[config.mk]
export PLATFORM = sky130hd
export DESIGN_NAME = uart_rx_param_flat
export DESIGN_NICKNAME = d
export VERILOG_FILES = /design/src/rtl/uart_rx_param_if.sv /design/src/rtl/uart_rx_param.sv /design/src/flat_wrapper.sv
export SDC_FILE = /design/constraint.sdc
export NUM_CORES = 1
export LEC_CHECK = 0
export ABC_CLOCK_PERIOD_IN_PS = 3060
export BUFFER_PORTS_ARGS = -buffer_cell sky130_fd_sc_hd__buf_2
export CORE_MARGIN = 5
export CORE_UTILIZATION = 53
export CTS_CLUSTER_DIAMETER = 150
export CTS_CLUSTER_SIZE = 20
export DETAILED_ROUTE_END_ITERATION = 7
export PLACE_DENSITY = 0.73
export SLEW_MARGIN = 20
export SYNTH_ARGS = -nofsm -noshare
export SYNTH_HDL_FRONTEND = slang
export SYNTH_SLANG_ARGS = --single-unit
[constraint.sdc]
create_clock -name clk -period 3.06 [get_ports clk]
set_clock_uncertainty 0.2 [all_clocks]
set_input_delay 0.612 -clock clk [delete_from_list [all_inputs] [get_ports clk]]
set_output_delay 0.612 -clock clk [all_outputs]
set_load 0.01 [all_outputs]
[src/rtl/uart_rx_param_if.sv]
`default_nettype none
// ============================================================================
// Module : uart_rx_param_if
// Desc   : Receive-word output channel: data/flags plus valid/ready handshake.
// Rev    : 1.0 - initial release
// ============================================================================
interface uart_rx_param_if #(
   parameter int DATA_BITS = 8
) ();
   logic [DATA_BITS-1:0] data;
   logic                 valid;
   logic                 ready;
   logic                 parity_err;
   logic                 frame_err;
   logic                 overrun;

   modport master (output data, valid, parity_err, frame_err, overrun, input ready);
   modport slave  (input data, valid, parity_err, frame_err, overrun, output ready);
endinterface
`default_nettype wire

[src/rtl/uart_rx_param.sv]
`default_nettype none
// ============================================================================
// Module : uart_rx_param
// Desc   : Parametrised UART receiver, tick-enabled oversampling, 3-sample vote.
// Rev    : 1.0 - initial release
// ============================================================================
module uart_rx_param #(
   parameter int DATA_BITS  = 8,
   parameter int OVERSAMPLE = 16,
   parameter int PARITY     = 0,
   parameter int STOP_BITS  = 1
) (
   input  wire logic       clk,
   input  wire logic       rst_n,
   input  wire logic       i_en,
   input  wire logic       i_tick,
   input  wire logic       i_rx,
   output logic            o_busy,
   uart_rx_param_if.master m_out
);
   localparam int              CW     = $clog2(OVERSAMPLE);
   localparam int              BW     = $clog2(DATA_BITS);
   localparam logic [CW-1:0]   c_HM1  = CW'(OVERSAMPLE/2 - 1);
   localparam logic [CW-1:0]   c_H    = CW'(OVERSAMPLE/2);
   localparam logic [CW-1:0]   c_HP1  = CW'(OVERSAMPLE/2 + 1);
   localparam logic [CW-1:0]   c_LAST = CW'(OVERSAMPLE - 1);
   localparam logic [BW-1:0]   c_BLAST = BW'(DATA_BITS - 1);
   localparam logic            c_SLAST = (STOP_BITS == 2);

   typedef enum logic [2:0] {
      S_IDLE   = 3'd0,
      S_START  = 3'd1,
      S_DATA   = 3'd2,
      S_PARITY = 3'd3,
      S_STOP   = 3'd4
   } state_t;

   state_t                r_state, w_state_nxt;
   logic [CW-1:0]         r_cnt, w_cnt_nxt;
   logic [BW-1:0]         r_bit, w_bit_nxt;
   logic                  r_stop, w_stop_nxt;
   logic [1:0]            r_smp, w_smp_nxt;
   logic [DATA_BITS-1:0]  r_shift, w_shift_nxt;
   logic                  r_par, w_par_nxt;
   logic                  r_perr, w_perr_nxt;
   logic                  r_ferr, w_ferr_nxt;
   logic                  w_done;
   logic                  r_busy;
   logic                  r_rx_meta, r_rx_s;
   logic [DATA_BITS-1:0]  r_data;
   logic                  r_valid, r_perr_out, r_ferr_out, r_overrun;

   logic                  w_decide, w_bit_end, w_vote;
   logic [CW-1:0]         w_cnt_inc;

   assign w_decide  = (r_cnt == c_HP1);
   assign w_bit_end = (r_cnt == c_LAST);
   assign w_cnt_inc = w_bit_end ? '0 : r_cnt + 1'b1;
   // Third sample is the live synchronised line at the decision tick.
   assign w_vote    = (r_smp[0] & r_smp[1]) | (r_smp[0] & r_rx_s) | (r_smp[1] & r_rx_s);

   always_comb begin
      w_state_nxt = r_state;
      w_cnt_nxt   = r_cnt;
      w_bit_nxt   = r_bit;
      w_stop_nxt  = r_stop;
      w_smp_nxt   = r_smp;
      w_shift_nxt = r_shift;
      w_par_nxt   = r_par;
      w_perr_nxt  = r_perr;
      w_ferr_nxt  = r_ferr;
      w_done      = 1'b0;
      if (!i_en) begin
         w_state_nxt = S_IDLE;
         w_cnt_nxt   = '0;
         w_bit_nxt   = '0;
         w_stop_nxt  = 1'b0;
      end else if (i_tick) begin
         w_cnt_nxt = w_cnt_inc;
         if (r_cnt == c_HM1) w_smp_nxt[0] = r_rx_s;
         if (r_cnt == c_H)   w_smp_nxt[1] = r_rx_s;
         case (r_state)
            S_IDLE: begin
               w_cnt_nxt = '0;
               if (!r_rx_s) begin
                  w_state_nxt = S_START;
                  w_cnt_nxt   = CW'(1);
                  w_bit_nxt   = '0;
                  w_stop_nxt  = 1'b0;
                  w_shift_nxt = '0;
                  w_par_nxt   = 1'b0;
                  w_perr_nxt  = 1'b0;
                  w_ferr_nxt  = 1'b0;
               end
            end
            S_START: begin
               if (w_decide && w_vote) begin
                  w_state_nxt = S_IDLE;
                  w_cnt_nxt   = '0;
               end else if (w_bit_end) begin
                  w_state_nxt = S_DATA;
               end
            end
            S_DATA: begin
               if (w_decide) begin
                  w_shift_nxt = {w_vote, r_shift[DATA_BITS-1:1]};
                  w_par_nxt   = r_par ^ w_vote;
               end
               if (w_bit_end) begin
                  if (r_bit == c_BLAST) begin
                     w_bit_nxt   = '0;
                     w_state_nxt = (PARITY != 0) ? S_PARITY : S_STOP;
                  end else begin
                     w_bit_nxt = r_bit + 1'b1;
                  end
               end
            end
            S_PARITY: begin
               if (w_decide)
                  w_perr_nxt = (PARITY == 1) ? ~(r_par ^ w_vote) : (r_par ^ w_vote);
               if (w_bit_end) w_state_nxt = S_STOP;
            end
            S_STOP: begin
               if (w_decide) begin
                  if (!w_vote) w_ferr_nxt = 1'b1;
                  // Finish mid-bit so a back-to-back start edge is not missed.
                  if (r_stop == c_SLAST) begin
                     w_done      = 1'b1;
                     w_state_nxt = S_IDLE;
                     w_cnt_nxt   = '0;
                     w_stop_nxt  = 1'b0;
                  end
               end
               if (w_bit_end) w_stop_nxt = r_stop + 1'b1;
            end
            default: w_state_nxt = S_IDLE;
         endcase
      end
   end

   always_ff @(posedge clk or negedge rst_n) begin
      if (!rst_n) begin
         r_rx_meta  <= 1'b1;
         r_rx_s     <= 1'b1;
         r_state    <= S_IDLE;
         r_cnt      <= '0;
         r_bit      <= '0;
         r_stop     <= 1'b0;
         r_smp      <= '0;
         r_shift    <= '0;
         r_par      <= 1'b0;
         r_perr     <= 1'b0;
         r_ferr     <= 1'b0;
         r_busy     <= 1'b0;
         r_data     <= '0;
         r_valid    <= 1'b0;
         r_perr_out <= 1'b0;
         r_ferr_out <= 1'b0;
         r_overrun  <= 1'b0;
      end else begin
         r_rx_meta <= i_rx;
         r_rx_s    <= r_rx_meta;
         r_state   <= w_state_nxt;
         r_cnt     <= w_cnt_nxt;
         r_bit     <= w_bit_nxt;
         r_stop    <= w_stop_nxt;
         r_smp     <= w_smp_nxt;
         r_shift   <= w_shift_nxt;
         r_par     <= w_par_nxt;
         r_perr    <= w_perr_nxt;
         r_ferr    <= w_ferr_nxt;
         r_busy    <= (w_state_nxt != S_IDLE);
         if (w_done) begin
            r_data     <= w_shift_nxt;
            r_perr_out <= w_perr_nxt;
            r_ferr_out <= w_ferr_nxt;
            r_valid    <= 1'b1;
            r_overrun  <= r_valid & ~m_out.ready;
         end else begin
            r_overrun <= 1'b0;
            if (r_valid && m_out.ready) r_valid <= 1'b0;
         end
      end
   end

   assign o_busy           = r_busy;
   assign m_out.data       = r_data;
   assign m_out.valid      = r_valid;
   assign m_out.parity_err = r_perr_out;
   assign m_out.frame_err  = r_ferr_out;
   assign m_out.overrun    = r_overrun;
endmodule
`default_nettype wire

[src/flat_wrapper.sv]
// flat-port wrapper written by rule: the top's interface ports become plain ports
module uart_rx_param_flat 
#(
   parameter int DATA_BITS  = 8,
   parameter int OVERSAMPLE = 16,
   parameter int PARITY     = 0,
   parameter int STOP_BITS  = 1
)
  (clk, rst_n, i_en, i_tick, i_rx, o_busy, m_out_data, m_out_valid, m_out_parity_err, m_out_frame_err, m_out_overrun, m_out_ready);
  uart_rx_param_if #(.DATA_BITS(DATA_BITS)) m_out_i ();
  input  wire logic clk;
  input  wire logic rst_n;
  input  wire logic i_en;
  input  wire logic i_tick;
  input  wire logic i_rx;
  output logic o_busy;
  output wire logic [$bits(m_out_i.data)-1:0] m_out_data;
  output wire logic [$bits(m_out_i.valid)-1:0] m_out_valid;
  output wire logic [$bits(m_out_i.parity_err)-1:0] m_out_parity_err;
  output wire logic [$bits(m_out_i.frame_err)-1:0] m_out_frame_err;
  output wire logic [$bits(m_out_i.overrun)-1:0] m_out_overrun;
  input wire logic [$bits(m_out_i.ready)-1:0] m_out_ready;
  assign m_out_data = m_out_i.data;
  assign m_out_valid = m_out_i.valid;
  assign m_out_parity_err = m_out_i.parity_err;
  assign m_out_frame_err = m_out_i.frame_err;
  assign m_out_overrun = m_out_i.overrun;
  assign m_out_i.ready = m_out_ready;
  uart_rx_param #(.DATA_BITS(DATA_BITS), .OVERSAMPLE(OVERSAMPLE), .PARITY(PARITY), .STOP_BITS(STOP_BITS)) u_core (.clk(clk), .rst_n(rst_n), .i_en(i_en), .i_tick(i_tick), .i_rx(i_rx), .o_busy(o_busy), .m_out(m_out_i));
endmodule
# After elaboration in Yosys (flattened, before gate mapping)
# Cells that the tools add are included.
# op_classes
add_sub_neg	3
eq_ne	17
mux	58
bitwise	8
n_reduce_logical	11
# ops
operator	count
two-way mux 3 bit	15
two-way mux 8 bit	4
two-way mux 1 bit	25
two-way mux 4 bit	6
one-hot mux 8 bit (2 select lines)	1
one-hot mux 3 bit (5 select lines)	1
== test 4 bit, second input constant	3
one-hot mux 4 bit (3 select lines)	1
one-hot mux 1 bit (2 select lines)	4
AND reduction 4 bit	2
== test 3 x 2 -> 1 bit, second input constant	2
== test 3 bit, second input constant	2
inequality test 3 x 1 -> 1 bit, second input constant	2
one-hot mux 3 bit (2 select lines)	1
AND reduction 3 bit	2
AND reduction 5 bit	1
adder 4 x 1 -> 4 bit, second input constant	1
bitwise AND 1 bit	4
== test 4 x 3 -> 1 bit, second input constant	1
inequality test 2 x 1 -> 1 bit, second input constant	2
inequality test 4 x 2 -> 1 bit, second input constant	1
nonzero test 2 bit	2
adder 3 x 1 -> 3 bit, second input constant	1
== test 3 x 1 -> 1 bit, second input constant	1
10 further kinds	12
# word_totals
regBits	39
inputBits	6
word_cells	115

# Longest topological paths before layout
# logic_depth
ltp_word	9
depth_mapped	7
ltp_nobuf	7

# Worst setup path after synthesis
# No wires, ideal clock.
# synth_path
path_kind	input port to flip-flop
from	in i_en
to	reg u_core.r_ferr_out, in the netlist u_core.m_out.frame_err
setup_ps	125
arrival_time_ps	1705
t_required_ps	2735
setup_slack_ps	1031
path_stages	4
cell_sequence	nand2_1 -> nor4_2 -> buf_4 -> mux2_2
# synth_between
elab_chain_cells	1
# synth_lines
item	line_no	source
from (decl)	flat_wrapper.sv:13	input wire logic i_en;
two-way mux 1 bit	uart_rx_param.sv:73	if (!i_en) begin
to (signal assigned)	uart_rx_param.sv:176	r_ferr_out <= w_ferr_nxt;
to (decl)	uart_rx_param.sv:51	logic r_valid, r_perr_out, r_ferr_out, r_overrun;
# Parallel ways exist; a longest one is shown, timed or not.
# A chain may end at the register's enable or synchronous reset.

# Final worst setup path
# layout_path
from	reg u_core.r_state[2]
to	reg u_core.r_bit[2]
# layout_between
elab_chain_cells	4
# layout_lines
item	line_no	source
from (decl)	uart_rx_param.sv:38	state_t r_state, w_state_nxt;
from (signal assigned)	uart_rx_param.sv:163	r_state <= w_state_nxt;
== test 3 x 2 -> 1 bit or logical NOT 3 bit (tied branches)	uart_rx_param.sv:82	case (r_state)
one-hot mux 3 bit (2 select lines)	uart_rx_param.sv:82	
two-way mux 3 bit	uart_rx_param.sv:78	end else if (i_tick) begin
two-way mux 3 bit	uart_rx_param.sv:73	
to (signal assigned)	uart_rx_param.sv:165	r_bit <= w_bit_nxt;
to (decl)	uart_rx_param.sv:40	logic [BW-1:0] r_bit, w_bit_nxt;
# Parallel ways exist; a longest one is shown, timed or not. The select of a mux whose other input is x is not followed.

==> results.cfg <==
[outcome]
status = completed

[timing]
hold_viol_final = 0
maxSlewViolCount = 0
fmax_ghz = 0.4576
finalSetupTns_ns = 0
finalSetupViolCount = 0
rsz0062_at_grt = no
relSlewSlack_pct = 44.71
period_needed_ns = 2.185
finalCritPeriodShare_pct = 71.42
max_slew.worst_pin.slew_ns = 0.8293

[placement]
gp_congestion = 0.9097
io_buffers = 18
post_dp_cell_area_sq_um = 2016
hpwl_mm = 2.719

[power_and_ir_drop]
p_leak_nw = 1.010
peakVddDrop_mv = 0.2629
p_sw_share_pct = 24.86
clkPwrFrac_pct = 30.2
p_int_w = 0.0006286
power.density_nw_per_um2 = 404.3
seq_power_share_pct = 63.4
p_total_w = 0.0008366
combPwrFrac_pct = 6.4
switchingPower_w = 0.0002080

[synthesis]
netlist_area_sq_um = 1882
async_reset_ff_share_pct = 100.0
yosys.cell_types.count = 51
synth-seq-area-share_pct = 51.99
yosys_warnings = 0
synth_edf_count = 0
syn-instance-count = 163
synth_seq_cells = 39
ys.flop_type = dfrtp_1
syn_nets = 174
syn-mean-instance-area_sq_um = 11.54

[grt]
grt_max_degree = 40
use_met1_pct = 22.83
grt_pass1_vias = 1387
grt_busiest_layer = met2
antenna_found_initial = 0
use_met2_pct = 26.27
grt_pass1_wl_mm = 6.582
grtUsageMet3_pct = 5.217
grt_remaining_overflow = 0
grtUsageTotal_pct = 17.12

[clock_network]
cts_tree = built
cts_hold_buf = 0
htree_levels = 2
clockBufferDepth = 2
ctsResizeCount = 0
clock_latency_ns = 0.35
cts_sinks = 39
cts_root_buf = clkbuf_4
cts_made_buffers = 5
cts_setup_buffers = 0
clk_pin_slew_ns = 0.12

[cells_and_area]
finish.instance_area_sq_um = 2069
drive_gt1_share_pct = 25.27
syn2layout_area_growth_pct = 9.973
finish.utilization_pct = 61.06
antenna-diode-count = 0
final_net_count = 196

[drt]
first_iter_violations = 92
vias_per_cell = 5.879
first_pass_iters = 4
routed_wl_mm = 3.741
antenna_left = 0
wl_per_cell_microns = 16.13
vias = 1364
drc = 0

[floorplan]
coreArea_sq_um = 3390
die_w_microns = 69.59
rows = 21
start_util_pct = 55.52
die_area_sq_um = 4842
die_y_microns = 69.59
io_pins = 19

[min_path]
hold_class = in -> async

[critical_path]
r2r-start = u_core.r_state[2]
critPathKind = reg -> reg
worstPathArrival_ns = 2.27
crit_path_end_kind = flip-flop
reg2regPathDepth = 3
path_max_fanout = 15
cp-start-kind = flip-flop
startpoint = u_core.r_state[2]
crit_required_ns = 3.14

[job]
maxCapViolCount = 0
## critical path: stages (launching register included)
cell and delay, ns:
dfrtp_1 0.54, or3b_1 0.49, nor4_1 0.65, a22o_1 0.24
## area by class of cell
| cell class | count | area (sq um) |
|---|---|---|
| multi-input cells | 114 | 859.6 |
| clock inverters | 2 | 12.51 |
| well taps | 46 | 57.56 |
| clock buffers | 6 | 41.29 |
| fillers | 280 | 1320 |
| flip-flops and latches | 39 | 978.4 |
| inverters | 6 | 22.52 |
| repair buffers | 19 | 97.59 |
## sequential cells by signal, summed over array words and instances, names as in the netlist
register                 flops
u_core.m_out.data            8
u_core.m_out.frame_err       1
u_core.m_out.overrun         1
u_core.m_out.parity_err      1
u_core.m_out.valid           1
u_core.o_busy                1
u_core.r_bit                 3
u_core.r_cnt                 4
u_core.r_ferr                1
u_core.r_par                 1
u_core.r_perr                1
u_core.r_rx_meta             1
u_core.r_rx_s                1
u_core.r_shift               8
u_core.r_smp                 2
u_core.r_state               3
u_core.r_stop                1
## cell usage after synthesis, types with 2 or more instances
cell / n / area share (%)
inv_1: 6 / 1.2
a21oi_1: 4 / 1.1
nor4_1: 3 / 1.0
nor3_1: 5 / 1.3
o31ai_1: 2 / 0.80
buf_2: 2 / 0.53
nand3_1: 2 / 0.53
dfrtp_1: 37 / 49
and3_1: 2 / 0.66
nor2b_1: 3 / 1.0
dfstp_2: 2 / 2.8
a22o_1: 13 / 6.1
mux2_4: 5 / 4.0
ha_1: 5 / 3.3
a32o_1: 2 / 1.1
nor2_1: 11 / 2.2
nand2_1: 10 / 2.0
mux2_2: 6 / 3.6
o21ai_1: 2 / 0.53
o21ai_0: 10 / 2.7
## worst paths after layout
check | endpoint | slack [ns]
min in group clk | u_core.r_rx_meta | 0.16
worst max register to register | u_core.r_bit[2] | 0.87
worst min register to register | u_core.r_rx_s | 0.16
worst max-delay path | u_core.r_bit[2] | 0.87
worst min-delay path | u_core.m_out.data[3] | 0.15
max in group asynchronous | u_core.r_cnt[1] | 1.98
## layout by cell type (no fill, tap or decap), drive strengths merged, types with 5 or more instances in the layout
cell	count
ha	5
nor2	11
o21ai	13
dfrtp	37
inv	6
mux2	11
nand2	11
nor3	5
clkbuf	6
a22o	13
buf	19
## stage by stage
| stage | setup WS, ns | std cells | hold WS (ns) |
|---|---|---|---|
| after floorplan | 1.031 | 163 | 0.1164 |
| after global placement | 0.9001 | 224 | 0.1495 |
| after detailed placement | 0.8497 | 224 | 0.1513 |
| after CTS | 0.8820 | 232 | 0.1429 |
| after global routing | 0.7271 | 232 | 0.1354 |
| final | 0.8746 | 232 | 0.1530 |
## kinds of logic (layout without fill, tap and decap cells)
logic type      Yosys count  count (layout)  share of synthesized area, %
flops                    39              39                         51.99
buf+inv                  10              33                         2.327
fa+ha+maj                 6               6                         3.856
xor+xnor                  1               1                        0.4655
simple gates             51              51                         16.09
compound gates           44              44                         17.16
mux                      12              12                         8.111
## routing by layer
layer / up-vias / share of wire (%)
li1: 645 / -
met1: 677 / 46
met2: 36 / 48
met3: 6 / 5.1
met4: 0 / 1.4
met5: - / 0
## power by group through the flow
stage	Combinational, W	Sequential [W]	Clock (W)
floorplan	0.0000329	0.000537	0
global placement	0.0000534	0.000539	0
detailed placement	0.0000553	0.000540	0
CTS	0.0000555	0.000530	0.000264
global route	0.0000630	0.000532	0.000284
finish	0.0000539	0.000530	0.000252
No activity file was read; power rests on OpenSTA's default activity.
